$ cat src/rtl/skew_delay_bank.sv
// skew_delay_bank: CHANNELS independent lanes, each a {valid,data} shift register
// tapped at a runtime-programmable depth, with optional systolic skew (lane k
// gets k extra stages). Feeds skewed operand rows/columns into the MAC array.
module skew_delay_bank #(
   parameter int CHANNELS    = 8,
   parameter int BITS        = 8,
   parameter int MAX_DEPTH   = 16,
   parameter int RESET_DEPTH = 8,
   parameter bit RESET_SKEW  = 1'b1,
   localparam int DW         = $clog2(MAX_DEPTH + 1)
) (
   input  logic                     clk,
   input  logic                     rst_n,
   input  logic                     en,
   input  logic                     clr,
   input  logic                     cfg_we,
   input  logic [DW-1:0]            cfg_depth,
   input  logic                     cfg_skew,
   input  logic [CHANNELS*BITS-1:0] d,
   input  logic [CHANNELS-1:0]      in_valid,
   output logic [CHANNELS*BITS-1:0] q,
   output logic [CHANNELS-1:0]      out_valid,
   output logic                     empty,
   output logic [DW-1:0]            depth,
   output logic                     skew
);

   // Every lane is sized for the deepest tap: max base depth plus max skew.
   localparam int L  = MAX_DEPTH + CHANNELS - 1;
   localparam int AW = (L > 1) ? $clog2(L) : 1;

   // Entry layout: bit BITS is the valid flag, bits BITS-1:0 the data.
   logic [BITS:0]   sr_r      [CHANNELS][L];
   logic [DW-1:0]   depth_r;
   logic            skew_r;
   logic [AW-1:0]   tap_idx_s [CHANNELS];
   logic            any_valid_s;

   // Requested depth is forced into the legal range 1..MAX_DEPTH.
   function automatic logic [DW-1:0] clamp_depth(input logic [DW-1:0] req);
      logic [DW-1:0] res;
      if (req == {DW{1'b0}}) begin
         res = DW'(1);
      end else if (int'(req) > MAX_DEPTH) begin
         res = DW'(MAX_DEPTH);
      end else begin
         res = req;
      end
      return res;
   endfunction

   // Lane storage: clear wins over shift; all lanes advance together on en.
   always_ff @(posedge clk or negedge rst_n) begin
      if (!rst_n) begin
         for (int k = 0; k < CHANNELS; k++) begin
            for (int i = 0; i < L; i++) begin
               sr_r[k][i] <= '0;
            end
         end
      end else if (clr) begin
         for (int k = 0; k < CHANNELS; k++) begin
            for (int i = 0; i < L; i++) begin
               sr_r[k][i] <= '0;
            end
         end
      end else if (en) begin
         for (int k = 0; k < CHANNELS; k++) begin
            sr_r[k][0] <= {in_valid[k], d[k*BITS +: BITS]};
            for (int i = 1; i < L; i++) begin
               sr_r[k][i] <= sr_r[k][i-1];
            end
         end
      end else begin
         for (int k = 0; k < CHANNELS; k++) begin
            for (int i = 0; i < L; i++) begin
               sr_r[k][i] <= sr_r[k][i];
            end
         end
      end
   end

   // Config registers: loaded independently of clr/en, never touched by clr.
   always_ff @(posedge clk or negedge rst_n) begin
      if (!rst_n) begin
         depth_r <= DW'(RESET_DEPTH);
         skew_r  <= RESET_SKEW;
      end else if (cfg_we) begin
         depth_r <= clamp_depth(cfg_depth);
         skew_r  <= cfg_skew;
      end else begin
         depth_r <= depth_r;
         skew_r  <= skew_r;
      end
   end

   // Tap position per lane: depth-1, plus the lane number when skewing.
   always_comb begin
      for (int k = 0; k < CHANNELS; k++) begin
         tap_idx_s[k] = '0;
         if (skew_r) begin
            tap_idx_s[k] = AW'(int'(depth_r) + k - 1);
         end else begin
            tap_idx_s[k] = AW'(int'(depth_r) - 1);
         end
      end
   end

   // Output taps read only registered state, so no input reaches an output.
   always_comb begin
      q         = '0;
      out_valid = '0;
      for (int k = 0; k < CHANNELS; k++) begin
         q[k*BITS +: BITS] = sr_r[k][tap_idx_s[k]][BITS-1:0];
         out_valid[k]      = sr_r[k][tap_idx_s[k]][BITS];
      end
   end

   // Empty looks at every stored entry, including those beyond the active taps.
   always_comb begin
      any_valid_s = 1'b0;
      for (int k = 0; k < CHANNELS; k++) begin
         for (int i = 0; i < L; i++) begin
            any_valid_s = any_valid_s | sr_r[k][i][BITS];
         end
      end
   end

   assign empty = ~any_valid_s;
   assign depth = depth_r;
   assign skew  = skew_r;

endmodule

$ cat config.mk
export PLATFORM = sky130hd
export DESIGN_NAME = skew_delay_bank
export DESIGN_NICKNAME = d
export VERILOG_FILES = /design/src/rtl/skew_delay_bank.sv
export SDC_FILE = /design/constraint.sdc
export NUM_CORES = 2
export LEC_CHECK = 0
export BUFFER_PORTS_ARGS = -buffer_cell sky130_fd_sc_hd__buf_2
export CORE_UTILIZATION = 35
export CTS_CLUSTER_DIAMETER = 200
export DETAILED_ROUTE_END_ITERATION = 10
export PLACE_DENSITY_LB_ADDON = 0.2
export SLEW_MARGIN = 5
export SYNTH_ARGS = -nofsm -noshare
export SYNTH_HDL_FRONTEND = slang
export SYNTH_SLANG_ARGS = --single-unit
$ cat constraint.sdc
create_clock -name clk -period 4.35 [get_ports clk]
set_input_delay 0.435 -clock clk [delete_from_list [all_inputs] [get_ports clk]]
set_output_delay 0.435 -clock clk [all_outputs]
set_load 0.05 [all_outputs]
Yosys cells after proc, flatten, opt, wreduce, memory -nomap -nowiden
Index checks and enable logic that the tools add are counted.
W data, S select, Z words.
{ "totals": {"regBits": 1662, "latch_bits": 0, "ram_bits": 0, "mem_bits_ro": 0, "input_bits": 83, "out_inout_bits": 79, "wordCells": 439, "mem_count": 0} }
{ "classes": {"n_addsub": 15, "mul": 0, "n_div": 0, "magnitude_cmp": 9, "eq_ne": 0, "shifts": 0, "muxes": 35, "bitwise_logic": 192, "n_reduce_logical": 2} }
{ "ops": {"columns": ["operator", "n"], "rows": [
  ["$mux W1656", 2],
  ["$bmux W9 S5", 8],
  ["$or A1 B1 Y1", 183],
  ["$mux W9", 16],
  ["$ge A6 B6 Y1 const B", 8],
  ["$not A5 Y6", 8],
  ["$mux W5", 9],
  ["$sub A5 B1 Y5 const B", 8],
  ["$add A5 B3 Y5 const B", 4],
  ["$add A5 B2 Y5 const B", 2],
  ["$add A5 B1 Y5 const B", 1],
  ["$gt A5 B5 Y1 const B", 1],
  ["$logic_not A5 Y1", 1],
  ["$reduce_bool A2 Y1", 1],
  ["$not A1 Y1", 1]
]} }

Depth between registers and ports, before layout
{ "depth": {"word_depth": 184, "depth_mapped": 15, "mapped_depth_nobuf": 8} }

Least setup slack after synthesis
No wires, ideal clock.
{ "synth_path": {"kind": "flip-flop to output port", "startpoint": "reg depth_r[0] (netlist: depth[0])", "endpoint": "out q[28]", "arrival_time_ps": 4285, "t_required_ps": 3915, "setup_slack_ps": -370, "stages_incl_launch_ff": 14, "path_buffers": 7, "cell_sequence": "dfrtp_1 -> buf_2 -> inv_2 -> buf_1 -> clkbuf_1 -> ha_1 -> clkbuf_2 -> mux2i_4 -> buf_6 -> buf_6 -> buf_4 -> mux4_2 -> mux2i_1 -> o21ai_0"} }
{ "synth_between": {"elab_chain_len": 7, "word_cells_on_any_way": 8, "cone_classes": "add/sub: 3; mux: 4; bitwise: 1"} }
{ "synth_lines": {"columns": ["element", "line", "source"], "rows": [
  ["start, declared", "34", "logic [DW-1:0] depth_r;"],
  ["start signal, assigned", "85", "depth_r <= DW'(RESET_DEPTH);"],
  ["start signal, assigned", "88", "depth_r <= clamp_depth(cfg_depth);"],
  ["start signal, assigned", "91", "depth_r <= depth_r;"],
  ["$add A5 B2 Y5", "101", "tap_idx_s[k] = AW'(int'(depth_r) + k - 1);"],
  ["$sub A5 B1 Y5", "101", null],
  ["$mux W5 *", "100", "if (skew_r) begin"],
  ["$not A5 Y6 (implied by the code) *", "113", "q[k*BITS +: BITS] = sr_r[k][tap_idx_s[k]][BITS-1:0];"],
  ["$bmux W9 S5 *", "113", null],
  ["$mux W9 * (2 in series)", null, null],
  ["end, declared", "21", "output logic [CHANNELS*BITS-1:0] q,"]
]} }
Mark *: on every way between the ends. The rest lies on a longest branch, timed or not. The select of a mux whose other input is x is not followed.

Worst setup path in the final report
{ "layout_path": {"startpoint": "reg depth_r[0] (netlist: depth[0])", "endpoint": "out q[21]"} }
Same word-level chain as after synthesis.

==> results.yml <==
detailed_routing:
  wire_per_inst_microns: 19.50
  route.vias.total: 51667
  drt_iter0_drc: 3488
  viasPerCell: 5.152
  route.detailed.drc: 0
  wl_microns: 195600
  dr.pass1.iters: 6
  ant_nets: 0
worst_setup_path:
  reg2reg_to: "depth[4]"
  reg2reg_from: "depth[4]"
  slowest_stage: "mux4_2"
  start_kind: "flop"
  worstRegToRegCells: 4
  cp_max_fo: 24
  crit_arrival_ps: 3770
  crit_chain: "inv_2 -> buf_12 -> ha_1 -> or2_2 -> buf_16 -> mux4_2 -> mux2i_2 -> o22a_1 -> o21ai_1 -> buf_2"
  max_stage_delay_ps: 550
  r2r_slack_ps: 2700
  crit_required_ps: 3910
  critPathKind: "flop to primary output"
  end_kind: "primary output"
floorplanning:
  rows: 175
  core_area_sq_um: 228400
  ioPinCount: 162
  die_y_microns: 482.4
  die_w_microns: 482.4
  start_util_pct: 35.37
  die_area_sq_um: 232700
timing:
  finalSetupViolCount: 0
  slew_headroom_pct: 29.83
  finalSetupTns_ps: 0
  grt_setup_unrepaired: "true"
  final_hold_viol_count: 0
  whs_ps: 79.79
  fmax_mhz: 237.6
  worstMarginPinSlew_ps: 1053
  min_period_over_period_pct: 96.76
  skew_ps: 35.01
  slew_viol_final: 0
  fin_crit_ps: 4209
finish:
  n_fill_cell: 21502
  fin_cells: 10028
  multi_input_area_sq_um: 37560
  nets: 6952
  syn2layout_area_growth_pct: 16.87
  regArea_sq_um: 41600
  drive_gt1_share_pct: 17.29
clock_network:
  clockBufferDepth: 3
  cts_buffers: 189
  cts_tree: "built"
  htree_levels: 4
  clock_latency_ps: 840
  clock-sinks: 1662
  cts-root-buf: "clkbuf_16"
  path_clk_slew_ps: 70
global_routing:
  grt_pass1_wl_microns: 313300
  track_usage_pct: 16.83
  overflow: 0
  antenna_found_initial: 8
  grt_pass1_vias: 52652
  grt_start_max_net_pins: 157
synth:
  synth-main-ff-cell: "dfrtp_1"
  syn-num-nets: 6819
  synth_common_cells: "mux2i_1 (1804), nor2_1 (1701), dfrtp_1 (1660), mux4_2 (352), clkbuf_1 (306)"
  synth_top_area_cell: "dfrtp_1"
  syn_inst: 6724
  synth_area_sq_um: 80780
  synth_area_leaders: "dfrtp_1 (51%), mux2i_1 (22%), mux4_2 (9.8%)"
  ys.warnings.count: 0
  syn_avg_cell_area_sq_um: 12.01
  synth_most_common_cell: "mux2i_1"
  seq_area_frac_synth_pct: 51.49
  synth.distinct_cells: 71
  yosysTopAreaCellShare_pct: 51.42
  async_flop_share_pct: 100.0
  ys_seq_elements: 1662
  synth_enable_flop_cells: 0
power_and_ir_drop:
  clkPwrFrac_pct: 43.9
  ir_drop_uv: 372.5
  p_sw_uw: 10430
  pwr-share-comb_pct: 14.8
  internal_power_uw: 27380
  p_sw_share_pct: 27.58
  p_per_area_nw_per_um2: 400.5
  p_leak_uw: 0.04564
  report.power.total_uw: 37810
  share_seq_of_total_power_pct: 41.4
job:
  cap_viol_max_count: 0
placement:
  port-buffer-count: 161
  place_congestion: 0.8031
  dpl.hpwl_microns: 116700
  placedCellCount: 9551
worst_hold_path:
  worstHoldStart: "cfg_depth[1]"
  worstHoldPathCells: 3
  min_to: "depth[1]"
  hold_path.class: "input port to flop"
outcome:
  status: "complete, no violations"
## kinds of logic (layout without fill, tap and decap cells)
| logic type | Yosys count | after routing | share of synthesized area, % |
|---|---|---|---|
| multiplexers | 2204 | 2204 | 32.85 |
| AND/OR/NAND/NOR | 1983 | 1984 | 9.733 |
| flip-flops | 1662 | 1662 | 51.49 |
| buffers and inverters | 530 | 820 | 2.789 |
| AO/OA/AOI/OAI | 311 | 311 | 2.608 |
| XOR/XNOR | 22 | 23 | 0.3500 |
| adder cells (fa/ha/maj) | 12 | 12 | 0.1859 |
| other | 0 | 3 | 0 |
## layout make-up
class	instances	share of cell area [%]
repair buffers	461	5.191
inverters	9	0.03843
multi-input cells	4534	39.78
diodes	3	0.007951
clock inverters	76	1.026
clock buffers	274	5.910
flip-flops and latches	1662	44.06
well taps	3009	3.988
## stage by stage
step	utilization (%)	setup slack [ps]	cell area [sq um]
after floorplan	-	6.752	80920
final	41.34	140.8	94420
after CTS	41.15	1.848	93980
after global placement	37.66	189.6	86000
after global routing	41.34	-10.24	94410
after detailed placement	37.66	238.1	86000
## state kept, by name (all words and copies together) (netlist names)
register  count
sr_r       1656
depth         5
skew          1
## power groups by stage
stage	clock (uW)	sequential, uW	combinational (uW)
final	16600	15600	5590
after global routing	17800	15600	5960
after CTS	17200	15600	5520
after detailed placement	0	15900	5220
after global placement	0	15900	5200
after floorplan	0	15900	3250
## worst max path at each step
stage	start	to	cells after the start
floorplan	depth[0]	q[28]	13
global placement	depth[0]	out_valid[4]	11
detailed placement	depth[0]	out_valid[4]	11
CTS	skew	q[57]	10
global route	depth[0]	q[18]	10
finish	depth[0]	q[21]	10
## worst max-delay path: cells and delay by family, from the launching register on
family	cells	cell delay (ps)
buffers and inverters	4	800
adders and majority gates	1	240
muxes	2	890
AOI/OAI and AO/OA	2	260
and+or+nand+nor	1	200
DFF	1	540
## layout by cell type, fill, tap and decap left out, types with 33 or more instances in the layout
cell,count
a21oi_1,67
buf_12,100
buf_2,122
buf_4,133
clkbuf_1,33
clkbuf_16,194
clkbuf_8,51
clkinv_2,38
dfrtp_1,1659
dlygate4sd3_1,79
mux2_2,47
mux2i_1,1787
mux4_2,352
nand2_1,132
nor2_1,1699
nor3b_1,45
nor4_1,49
## what timing repair did
item	4_1_cts	5_1_grt
endpoints found under the setup margin	69	57
cloned	5	4
endpoints found under the hold margin	139	0
buffers inserted	16	20
pin swaps	8	6
resized for setup	88	42
hold buffers	79	0
## metal layers
metal	GRT usage, %	up-vias	routed length, microns
met5	0	-	0
met4	5.384	0	6229
met3	2.533	286	6124
met2	26.57	657	90330
met1	23.70	26677	92880
li1	-	24047	-
No activity file was read; power rests on OpenSTA's default activity.
